===== config.mk =====
export PLATFORM = sky130hd
export DESIGN_NAME = pred_range_scan
export DESIGN_NICKNAME = d
export VERILOG_FILES = /design/src/rtl/pred_range_scan.sv
export SDC_FILE = /design/constraint.sdc
export NUM_CORES = 1
export LEC_CHECK = 0
export ABC_CLOCK_PERIOD_IN_PS = 3300
export BUFFER_PORTS_ARGS = -buffer_cell sky130_fd_sc_hd__buf_2
export CORE_MARGIN = 2
export CORE_UTILIZATION = 40
export DETAILED_ROUTE_END_ITERATION = 10
export PLACE_DENSITY_LB_ADDON = 0.2
export SETUP_SLACK_MARGIN = 0.02
export SLEW_MARGIN = 30
export SYNTH_ARGS = -nofsm -noshare
export SYNTH_HDL_FRONTEND = slang
export SYNTH_SLANG_ARGS = --single-unit

===== constraint.sdc =====
create_clock -name clk -period 3.3 [get_ports clk]
set_input_delay 0.66 -clock clk [delete_from_list [all_inputs] [get_ports clk]]
set_output_delay 0.66 -clock clk [all_outputs]
set_load 0.05 [all_outputs]

===== src/rtl/pred_range_scan.sv =====
// Range scan controller: steps cand from lo to hi, one value per clock, and
// gathers hit count and first hit from the downstream word predicate.
module pred_range_scan #(
  parameter int CNT_W = 32
) (
  input  logic             clk,
  input  logic             reset,
  input  logic             start,
  input  logic [31:0]      lo,
  input  logic [31:0]      hi,
  input  logic             abort,
  input  logic             pred,
  output logic [31:0]      cand,
  output logic             busy,
  output logic             done,
  output logic             aborted,
  output logic [CNT_W-1:0] hit_count,
  output logic [31:0]      first_hit,
  output logic             first_valid
);

  typedef enum logic [1:0] {IDLE, RUN, DONE} state_t;

  state_t      state, state_nxt;
  logic [31:0] hi_lat;
  logic        range_ok;
  logic        at_end;

  function automatic logic [CNT_W-1:0] sat_inc(input logic [CNT_W-1:0] v);
    return (&v) ? v : v + CNT_W'(1);
  endfunction

  assign range_ok = (lo <= hi);
  // Compare before increment so hi = all-ones ends without wrapping cand.
  assign at_end   = (cand == hi_lat);
  assign busy     = (state == RUN);
  assign done     = (state == DONE);

  always_ff @(posedge clk) begin
    if (reset) state <= IDLE;
    else       state <= state_nxt;
  end

  always_comb begin
    state_nxt = state;
    case (state)
      IDLE:    if (start) state_nxt = range_ok ? RUN : DONE;
      RUN:     if (abort || at_end) state_nxt = DONE;
      DONE:    state_nxt = IDLE;
      default: state_nxt = IDLE;
    endcase
  end

  always_ff @(posedge clk) begin
    if (reset) begin
      cand        <= '0;
      hi_lat      <= '0;
      aborted     <= 1'b0;
      hit_count   <= '0;
      first_hit   <= '0;
      first_valid <= 1'b0;
    end else begin
      case (state)
        IDLE: begin
          if (start) begin
            aborted     <= 1'b0;
            hit_count   <= '0;
            first_hit   <= '0;
            first_valid <= 1'b0;
            if (range_ok) begin
              hi_lat <= hi;
              cand   <= lo;
            end
          end
        end
        RUN: begin
          if (abort) begin
            aborted <= 1'b1;
          end else begin
            if (pred) begin
              hit_count <= sat_inc(hit_count);
              if (!first_valid) begin
                first_hit   <= cand;
                first_valid <= 1'b1;
              end
            end
            if (!at_end) cand <= cand + 32'd1;
          end
        end
        default: ;
      endcase
    end
  end

endmodule

==> results of run 1 <==
==> through the flow <==
step | utilization, % | area, um2 | cells | worst slack, ns
after detailed placement | 47.9 | 8260 | 1264 | -0.0168
final | 51.6 | 8900 | 1296 | 0.401
after floorplan | - | 7050 | 889 | 0.504
after global placement | 47.9 | 8260 | 1264 | 0.0149
after CTS | 51.6 | 8900 | 1296 | 0.408
after global routing | 51.6 | 8900 | 1296 | 0.229
==> cell families after synthesis <==
kind of cell | after synthesis
buffers and inverters | 95
adder cells (fa/ha/maj) | 34
AND/OR/NAND/NOR | 371
AO/OA/AOI/OAI | 198
flip-flops | 132
multiplexers | 5
XOR/XNOR | 54
==> power groups by stage <==
stage | sequential, mW | combinational, mW | clock (mW)
after global placement | 1.79 | 0.849 | 0
after global routing | 1.76 | 0.932 | 2.16
after CTS | 1.75 | 0.858 | 2.09
final | 1.76 | 0.862 | 2.06
after detailed placement | 1.79 | 0.854 | 0
after floorplan | 1.89 | 0.439 | 0
==> per-layer routing <==
layer / track usage, % / wire [um] / vias to the layer above
met5: 0 / 0 / -
met4: 6.19 / 380 / 0
met3: 5.11 / 1560 / 26
met2: 37.8 / 10100 / 245
met1: 32.9 / 10100 / 3297
li1: - / - / 3482
==> synthesized netlist by cell type (all sizes together), types with 4 or more instances <==
library cell,count
o21ai,24
dfxtp,132
nand2,147
clkbuf,26
or4,4
a31oi,6
nor2b,6
o211ai,5
nor2,43
buf,27
xor2,14
xnor2,40
inv,42
and3,8
a21o,5
a21oi,113
nor3,9
and4,10
a2bb2oi,8
nand4,34
nand3,71
mux2i,5
ha,34
or3,15
nor4,9
or2,5
==> how the worst max path moves through the flow <==
stage	slack, ns	end	depth (start not counted)
global route	0.23	cand[6]	13
finish	0.40	cand[11]	11
CTS	0.41	cand[9]	13
floorplan	0.50	cand[29]	11
global placement	0.01	cand[9]	12
detailed placement	-0.02	cand[9]	13
==> critical path, delay by kind of cell <==
kind            cells  cell delay (ns)
fa+ha+maj           1             0.35
buf+inv             3             0.51
compound gates      4             0.92
mux                 1             0.14
simple gates        2             0.61
==> layout by cell type (no fill, tap or decap), drive strengths merged, types with 18 or more instances in the layout <==
master / count
o21ai: 24
dfxtp: 132
nor2: 43
nand4: 34
buf: 203
xnor2: 40
ha: 34
clkbuf: 18
a21oi: 113
nand2: 147
nand3: 71
inv: 45
==> area by class of cell <==
cell class,count,area (um2),share of cell area [%]
multi-input combinational,662,4020,45.1
sequential,132,2640,29.7
timing repair buffer,203,1170,13.1
clock buffer,18,439,4.93
tap,225,282,3.16
clock inverter,14,200,2.25
inverter,42,158,1.77
==> sequential cells by signal (all words and copies together) (netlist names) <==
register	cells
aborted	1
first_valid	1
hit_count	32
cand	32
first_hit	32
state	2
hi_lat	32
==> out/results.ini, run 1 <==
[timing]
finalHoldViolCount=0
slew_headroom_pct=46.7
period_needed_ns=2.90
fin_worst_skew_ns=0.00680
slew_viol_final=0
post-route-period-util_pct=87.8
rsz0062_at_grt=false
fmax_ghz=0.345
hold_slack_ns=0.446
finalSetupTns_ns=0
setup_violations=0
tightestPinTransition_ns=0.792

[route]
drt_iter0_markers=440
dr.pass1.iters=5
drc=0
routed_via_density=5.44
drtAntennaViolNets=0
routed_wl_um=22100
wl_per_cell_um=17.1
routed-via-count=7050

[global_route]
grt_overflow=0
grt_pass1_wl_um=34700
grt_pass1_vias=6515
antenna_found_initial=0
track_usage_pct=23.9
grt_max_degree=95

[floorplanning]
die_h_um=137
start_util_pct=40.9
core-area_mm2=0.0172
io-pin-count=169
dieArea_mm2=0.0187
rows=48
die_w_um=137

[logic_synthesis]
ys_seq_elements=132
synth-compound-area-share_pct=17.3
synthCells=889
synth_edf_count=0
synth.distinct_cells=66
post-synth-top-area-fraction_pct=37.5
yosysTopAreaCell=dfxtp_1
ys_warn_count=0
synth_top_family_by_area=simple AND/OR/NAND/NOR gates
synth.area.top_cells=dfxtp_1 37%, a21oi_1 8.0%, nand2_1 7.8%, ha_1 6.0%, nand3_1 5.0%
synth_fp_nets=992
synthXorXnorAreaFrac_pct=6.71
synth-seq-area-share_pct=37.5
async_reset_ff_share_pct=0
synth-simple-area-share_pct=26.1
synth.area.mux_share_pct=0.710
syn_avg_cell_area_um2=7.93
synth_fa_ha_area_share_pct=6.03
netlist_area_mm2=0.00705
ys.flop_type=dfxtp_1

[clock_tree]
cts_tree=built
cts.sinks=132
cts_inserted_buffers=17
clk_root_buffer_cell=clkbuf_16
clk_pin_slew_ns=0.06
clock_latency_ns=0.42
cts_resized=0
ctsHoldBuffers=0
htree_levels=4
cts_buffer_depth=2
cts_setup_buffers=0

[power_and_ir_drop]
p_sw_share_pct=30.4
p_comb_share_pct=18.4
seqPwrFrac_pct=37.5
p_switching_mw=1.42
clock_power_share_pct=44.1
p_int_mw=3.26
leakage_nw=3.69
peakVddDrop_mv=0.357
p_per_area_mw_per_mm2=526
total_power_mw=4.68

[setup_path]
r2r_cells=7
cpMaxStageDelayCell=or3_2
cp.required_ns=3.61
crit_start=lo[30]
crit_chain=buf_2, ha_1, a21oi_1, nand2_1, a221oi_1, buf_4, a21boi_4, or3_2, buf_12, mux2i_1, a22o_1
worst-endpoint-arrival_ns=3.21
endpoint_kind=flip-flop
critPathMaxFanout=35
reg2reg_to=cand[11]
rrSetupSlack_ns=0.60
r2r_start=cand[29]
worst_path_largest_cell_delay_ns=0.52
crit_type=input port to flip-flop
crit_path_start_kind=input port

[worst_hold_path]
hold_depth=2
hold_end=first_hit[7]
hp-start=first_hit[7]
hold_path.class=flip-flop to flip-flop

[place]
portBuffers=168
gp_congestion=0.905
dp_hpwl_um=16300

[finish]
diodes=0
fillCellCount=1695
syn_to_final_growth_pct=26.3
fin_nets=1161
layout-drive-gt1-share_pct=23.7

[run]
drv_cap=0

[outcome]
status=completed

No activity file was read; power rests on OpenSTA's default activity.
==> run 2: changes to the inputs <==
--- a/config.mk
+++ b/config.mk
@@ -5,9 +5,8 @@
 export SDC_FILE = /design/constraint.sdc
 export NUM_CORES = 1
 export LEC_CHECK = 0
-export ABC_CLOCK_PERIOD_IN_PS = 3300
+export ABC_CLOCK_PERIOD_IN_PS = 3200
 export BUFFER_PORTS_ARGS = -buffer_cell sky130_fd_sc_hd__buf_2
-export CORE_MARGIN = 2
 export CORE_UTILIZATION = 40
 export DETAILED_ROUTE_END_ITERATION = 10
 export PLACE_DENSITY_LB_ADDON = 0.2
==> constraint.sdc (replaced) <==
create_clock -name clk -period 3.2 [get_ports clk]
set_input_delay 0.64 -clock clk [delete_from_list [all_inputs] [get_ports clk]]
set_output_delay 0.64 -clock clk [all_outputs]
set_load 0.05 [all_outputs]
==> run 2 against run 1 <==
Total power increased by 3.5%; worst hold slack about the same; first-iteration DRC count decreased by 7.0%; combinational power increased by 3.8%; setup slack got worse by 0.016 ns; largest power group unchanged; sequential power increased by 3%; non-clock buffer count increased by 5; critical path depth decreased by 1; highest routed layer unchanged.
==> out/results.ini, run 2 (synthesis gave the netlist of run 1 again) <==
[clock_tree]
cts_setup_buffers=0
ctsHoldBuffers=0
clock_latency_ns=0.43
cts_buffer_depth=2
cts.sinks=132
cts_resized=0
htree_levels=4
cts_tree=built
clk_pin_slew_ns=0.06
cts_inserted_buffers=17
clk_root_buffer_cell=clkbuf_16

[timing]
post-route-period-util_pct=88.0
fin_worst_skew_ns=0.0112
tightestPinTransition_ns=0.595
period_needed_ns=2.82
finalHoldViolCount=0
rsz0062_at_grt=false
slew_headroom_pct=59.8
setup_violations=0
fmax_ghz=0.355
slew_viol_final=0

[power_and_ir_drop]
leakage_nw=3.73
p_switching_mw=1.48
p_per_area_mw_per_mm2=541
clock_power_share_pct=44.2
p_int_mw=3.36
peakVddDrop_mv=0.385
p_sw_share_pct=30.6
seqPwrFrac_pct=37.3
p_comb_share_pct=18.5

[finish]
fin_area_mm2=0.00895
final_util_pct=51.9
final_cell_mix=168 x buf_2, 146 x nand2_1, 132 x dfxtp_1
fin_nets=1166
syn_to_final_growth_pct=27.0
layout.cells.most_common=buf_2
diodes=0
layout-drive-gt1-share_pct=24.1

[setup_path]
endpoint_kind=flip-flop
crit_chain=buf_2, ha_1, nand4_1, nor4_4, nand3_2, a21boi_4, or3_2, buf_4, o21a_1, o221a_2
r2r_cells=9
cpMaxStageDelayCell=or3_2
worst-endpoint-arrival_ns=3.13
cp.required_ns=3.51
r2r_start=cand[2]
crit_type=input port to flip-flop
crit_path_start_kind=input port
critPathMaxFanout=20
worst_path_largest_cell_delay_ns=0.53
reg2reg_to=cand[25]
rrSetupSlack_ns=0.58

[floorplanning]
start_util_pct=40.9
core-area_mm2=0.0172
io-pin-count=169
die_w_um=135
rows=48
die_h_um=135
dieArea_mm2=0.0182

[global_route]
grt_max_degree=95
grt_pass1_wl_um=33900
track_usage_pct=24.2
grt_overflow=0
grt_pass1_vias=6325
antenna_found_initial=0

[route]
routed_wl_um=21700
dr.pass1.iters=5
drtAntennaViolNets=0
routed_via_density=5.41
wl_per_cell_um=16.7
drc=0
routed-via-count=7039
top_layer=met4
wl_met1_um=9900
wl_met2_um=10100
met3_length_um=1340
drt_iter0_markers=409

[worst_hold_path]
hold_depth=2
hold_end=first_hit[17]
hp-start=first_hit[17]
hold_path.class=flip-flop to flip-flop

[place]
place_area_mm2=0.00831
gp_congestion=0.856
dp_hpwl_um=16200
portBuffers=168

[run]
drv_cap=0

[outcome]
status=completed

==> run 2: cell types whose count changed in the layout (fill, tap and decap cells not counted), sizes merged <==
cell | previous run | this run
buf | 203 | 208
clkbuf | 18 | 17
clkinv | 4 | 5
clkinvlp | 3 | 1
inv | 45 | 47
==> run 2: power groups by stage <==
stage	registers [mW]	logic, mW	clock network, mW
final	1.81	0.895	2.14
after global routing	1.82	0.970	2.25
after CTS	1.81	0.895	2.18
after detailed placement	1.84	0.891	0
after global placement	1.84	0.890	0
after floorplan	1.95	0.453	0
==> run 2: layout make-up <==
| class | count | area (um2) |
|---|---|---|
| fill | 1685 | 8290 |
| multi-input combinational | 662 | 4010 |
| sequential | 132 | 2640 |
| timing repair buffer | 208 | 1220 |
| clock buffer | 17 | 425 |
| tap | 225 | 282 |
| clock inverter | 15 | 220 |
| inverter | 42 | 158 |
==> run 2: per-stage QoR <==
stage	std cells	TNS [ns]	hold WS [ns]	total power, mW	worst slack [ns]
floorplan	889	0	0.449	2.41	0.424
global placement	1269	0	0.436	2.73	0.0556
detailed placement	1269	-0.0171	0.440	2.73	-0.0144
CTS	1301	0	0.448	4.88	0.421
global route	1301	0	0.461	5.04	0.303
finish	1301	0	0.446	4.84	0.385
==> run 2: worst max path at each step <==
stage                       from        to  cells after the start
after global routing      hi[27]  cand[30]                     11
after global placement    hi[30]  cand[30]                     11
after CTS                 lo[27]  cand[30]                     10
after detailed placement  lo[27]  cand[30]                     10
final                     lo[27]  cand[30]                     10
after floorplan            hi[5]  cand[29]                     11
==> run 2: critical path: cells and delay by family <==
kind            cells  cell delay, ns
simple gates        4            1.32
compound gates      3            0.48
buf+inv             2            0.36
fa+ha+maj           1            0.31
==> run 2: layer usage <==
metal  global-route usage (%)  vias to the layer above
met3                     5.89                       30
met2                     38.4                      210
li1                         -                     3495
met4                     7.99                        0
met5                        0                        -
met1                     32.1                     3304
==> run 3: changes to the inputs <==
--- a/config.mk
+++ b/config.mk
@@ -7,6 +7,7 @@
 export LEC_CHECK = 0
 export ABC_CLOCK_PERIOD_IN_PS = 3200
 export BUFFER_PORTS_ARGS = -buffer_cell sky130_fd_sc_hd__buf_2
+export CORE_ASPECT_RATIO = 0.5
 export CORE_UTILIZATION = 40
 export DETAILED_ROUTE_END_ITERATION = 10
 export PLACE_DENSITY_LB_ADDON = 0.2
==> run 3 against run 2 <==
Die area up 0.18%; clock skew shrank 0.0025 ns; sequential power about the same; register-to-register slack got worse by 0.03 ns; critical endpoint is now cand[11]; combinational power down 2%; worst hold slack better by 0.0016 ns; wire length up 2.1%; global-route usage increased by 0.49 points; critical path depth up 1; largest power group unchanged; utilization up 0.94 points; first-iteration DRC count decreased by 0.49%; final area down 0.74%; largest cell class unchanged.
==> out/results.ini, run 3 (synthesis gave the netlist of run 1 again) <==
[finish]
fin_nets=1158
fin_area_mm2=0.00888
syn_to_final_growth_pct=26.0
final_cell_mix=168 x buf_2, 146 x nand2_1, 132 x dfxtp_1
fillCellCount=1607
final_util_pct=52.9
layout-drive-gt1-share_pct=23.4
layout.cells.most_common=buf_2

[setup_path]
endpoint_kind=flip-flop
crit_chain=buf_2, inv_1, ha_1, nand4_4, nor4_4, nand3_2, a21boi_4, or3_1, buf_12, mux2i_1, a22o_1
cpMaxStageDelayCell=nor4_4
crit_path_start_kind=input port
rrSetupSlack_ns=0.55
r2r_start=cand[9]
crit_family=simple AND/OR/NAND/NOR gates
crit_buf_inv=3
cp.required_ns=3.52
r2r_cells=8
worst_path_largest_cell_delay_ns=0.43
critPathMaxFanout=35
crit_type=input port to flip-flop
worst-endpoint-arrival_ns=3.09
reg2reg_to=cand[25]

[worst_hold_path]
hp-start=first_hit[23]
hold_end=first_hit[23]
hold_path.class=flip-flop to flip-flop
hold_depth=2

[global_route]
track_usage_pct=24.7
top_usage_layer=met2
grt_pass1_wl_um=34600
use_met1_pct=31.4
grt_max_degree=95
grt_pass1_vias=6532
use_met3_pct=5.72
grt_use_met2_pct=42.0
antenna_found_initial=3
grt_overflow=0

[clock_tree]
clk_pin_slew_ns=0.06
clk_root_buffer_cell=clkbuf_16
cts_buffer_depth=2
cts_resized=0
cts_tree=built
clock_latency_ns=0.43
cts_setup_buffers=0
cts.sinks=132
ctsHoldBuffers=0
htree_levels=4
cts_inserted_buffers=17

[place]
gp_congestion=0.889
dp_hpwl_um=16600
portBuffers=168
place_area_mm2=0.00822

[route]
dr.pass1.iters=7
routed-via-count=7107
drtAntennaViolNets=0
drc=0
routed_via_density=5.47
routed_wl_um=22200
drt_iter0_markers=407
wl_per_cell_um=17.1

[floorplanning]
die_h_um=95.9
dieArea_mm2=0.0182
rows=33
die_w_um=190
start_util_pct=41.9
io-pin-count=169
core-area_mm2=0.0168

[timing]
fin_worst_skew_ns=0.00871
finalHoldViolCount=0
slew_viol_final=0
hold_slack_ns=0.447
rsz0062_at_grt=false
slew_headroom_pct=46.2
tightestPinTransition_ns=0.805
fmax_ghz=0.361
setup_violations=0
period_needed_ns=2.77
finalSetupTns_ns=0
post-route-period-util_pct=86.5

[power_and_ir_drop]
peakVddDrop_mv=0.367
p_per_area_mw_per_mm2=549
leakage_nw=3.68
total_power_mw=4.88

[outcome]
status=completed

[run]
drv_cap=0

## run 3: power breakdown
| group | leakage (nW) | switching, mW | internal (mW) |
|---|---|---|---|
| clock | 0.315 | 0.803 | 1.39 |
| combinational | 2.30 | 0.583 | 0.296 |
| sequential | 1.07 | 0.0921 | 1.72 |
| total | 3.68 | 1.48 | 3.40 |
## run 3: final cells by class
cell class,instances,area [um2],area share [%]
inverters,42,158,1.77
multi-input cells,662,4010,45.1
well taps,227,284,3.20
diodes,4,10.0,0.113
flip-flops and latches,132,2640,29.7
clock buffers,17,425,4.79
repair buffers,200,1130,12.7
clock inverters,15,228,2.56
## run 3: worst min-delay path, delay by kind of cell (launching register included)
family / cells / cell delay [ns]
flops: 1 / 0.31
compound gates: 1 / 0.05
simple gates: 1 / 0.05
## run 3: worst max path at each step
stage               startpoint  endpoint  slack [ns]  depth (start not counted)
CTS                     hi[30]  cand[11]        0.45                         11
finish                  hi[30]  cand[11]        0.43                         11
floorplan                hi[5]  cand[29]        0.42                         11
detailed placement      hi[25]  cand[11]        0.01                         11
global placement        lo[30]  cand[11]        0.08                         10
global route            hi[25]  cand[11]        0.32                         11
## run 3: per-stage QoR
step / setup slack [ns] / cells
after global placement: 0.0850 / 1263
final: 0.431 / 1299
after global routing: 0.315 / 1295
after CTS: 0.452 / 1295
after detailed placement: 0.0103 / 1263
after floorplan: 0.424 / 889
## run 3: per-layer routing
metal  vias up  wire (um)
li1       3481          -
met1      3379      10200
met5         -          0
met3        25       1530
met2       222      10200
met4         0        272
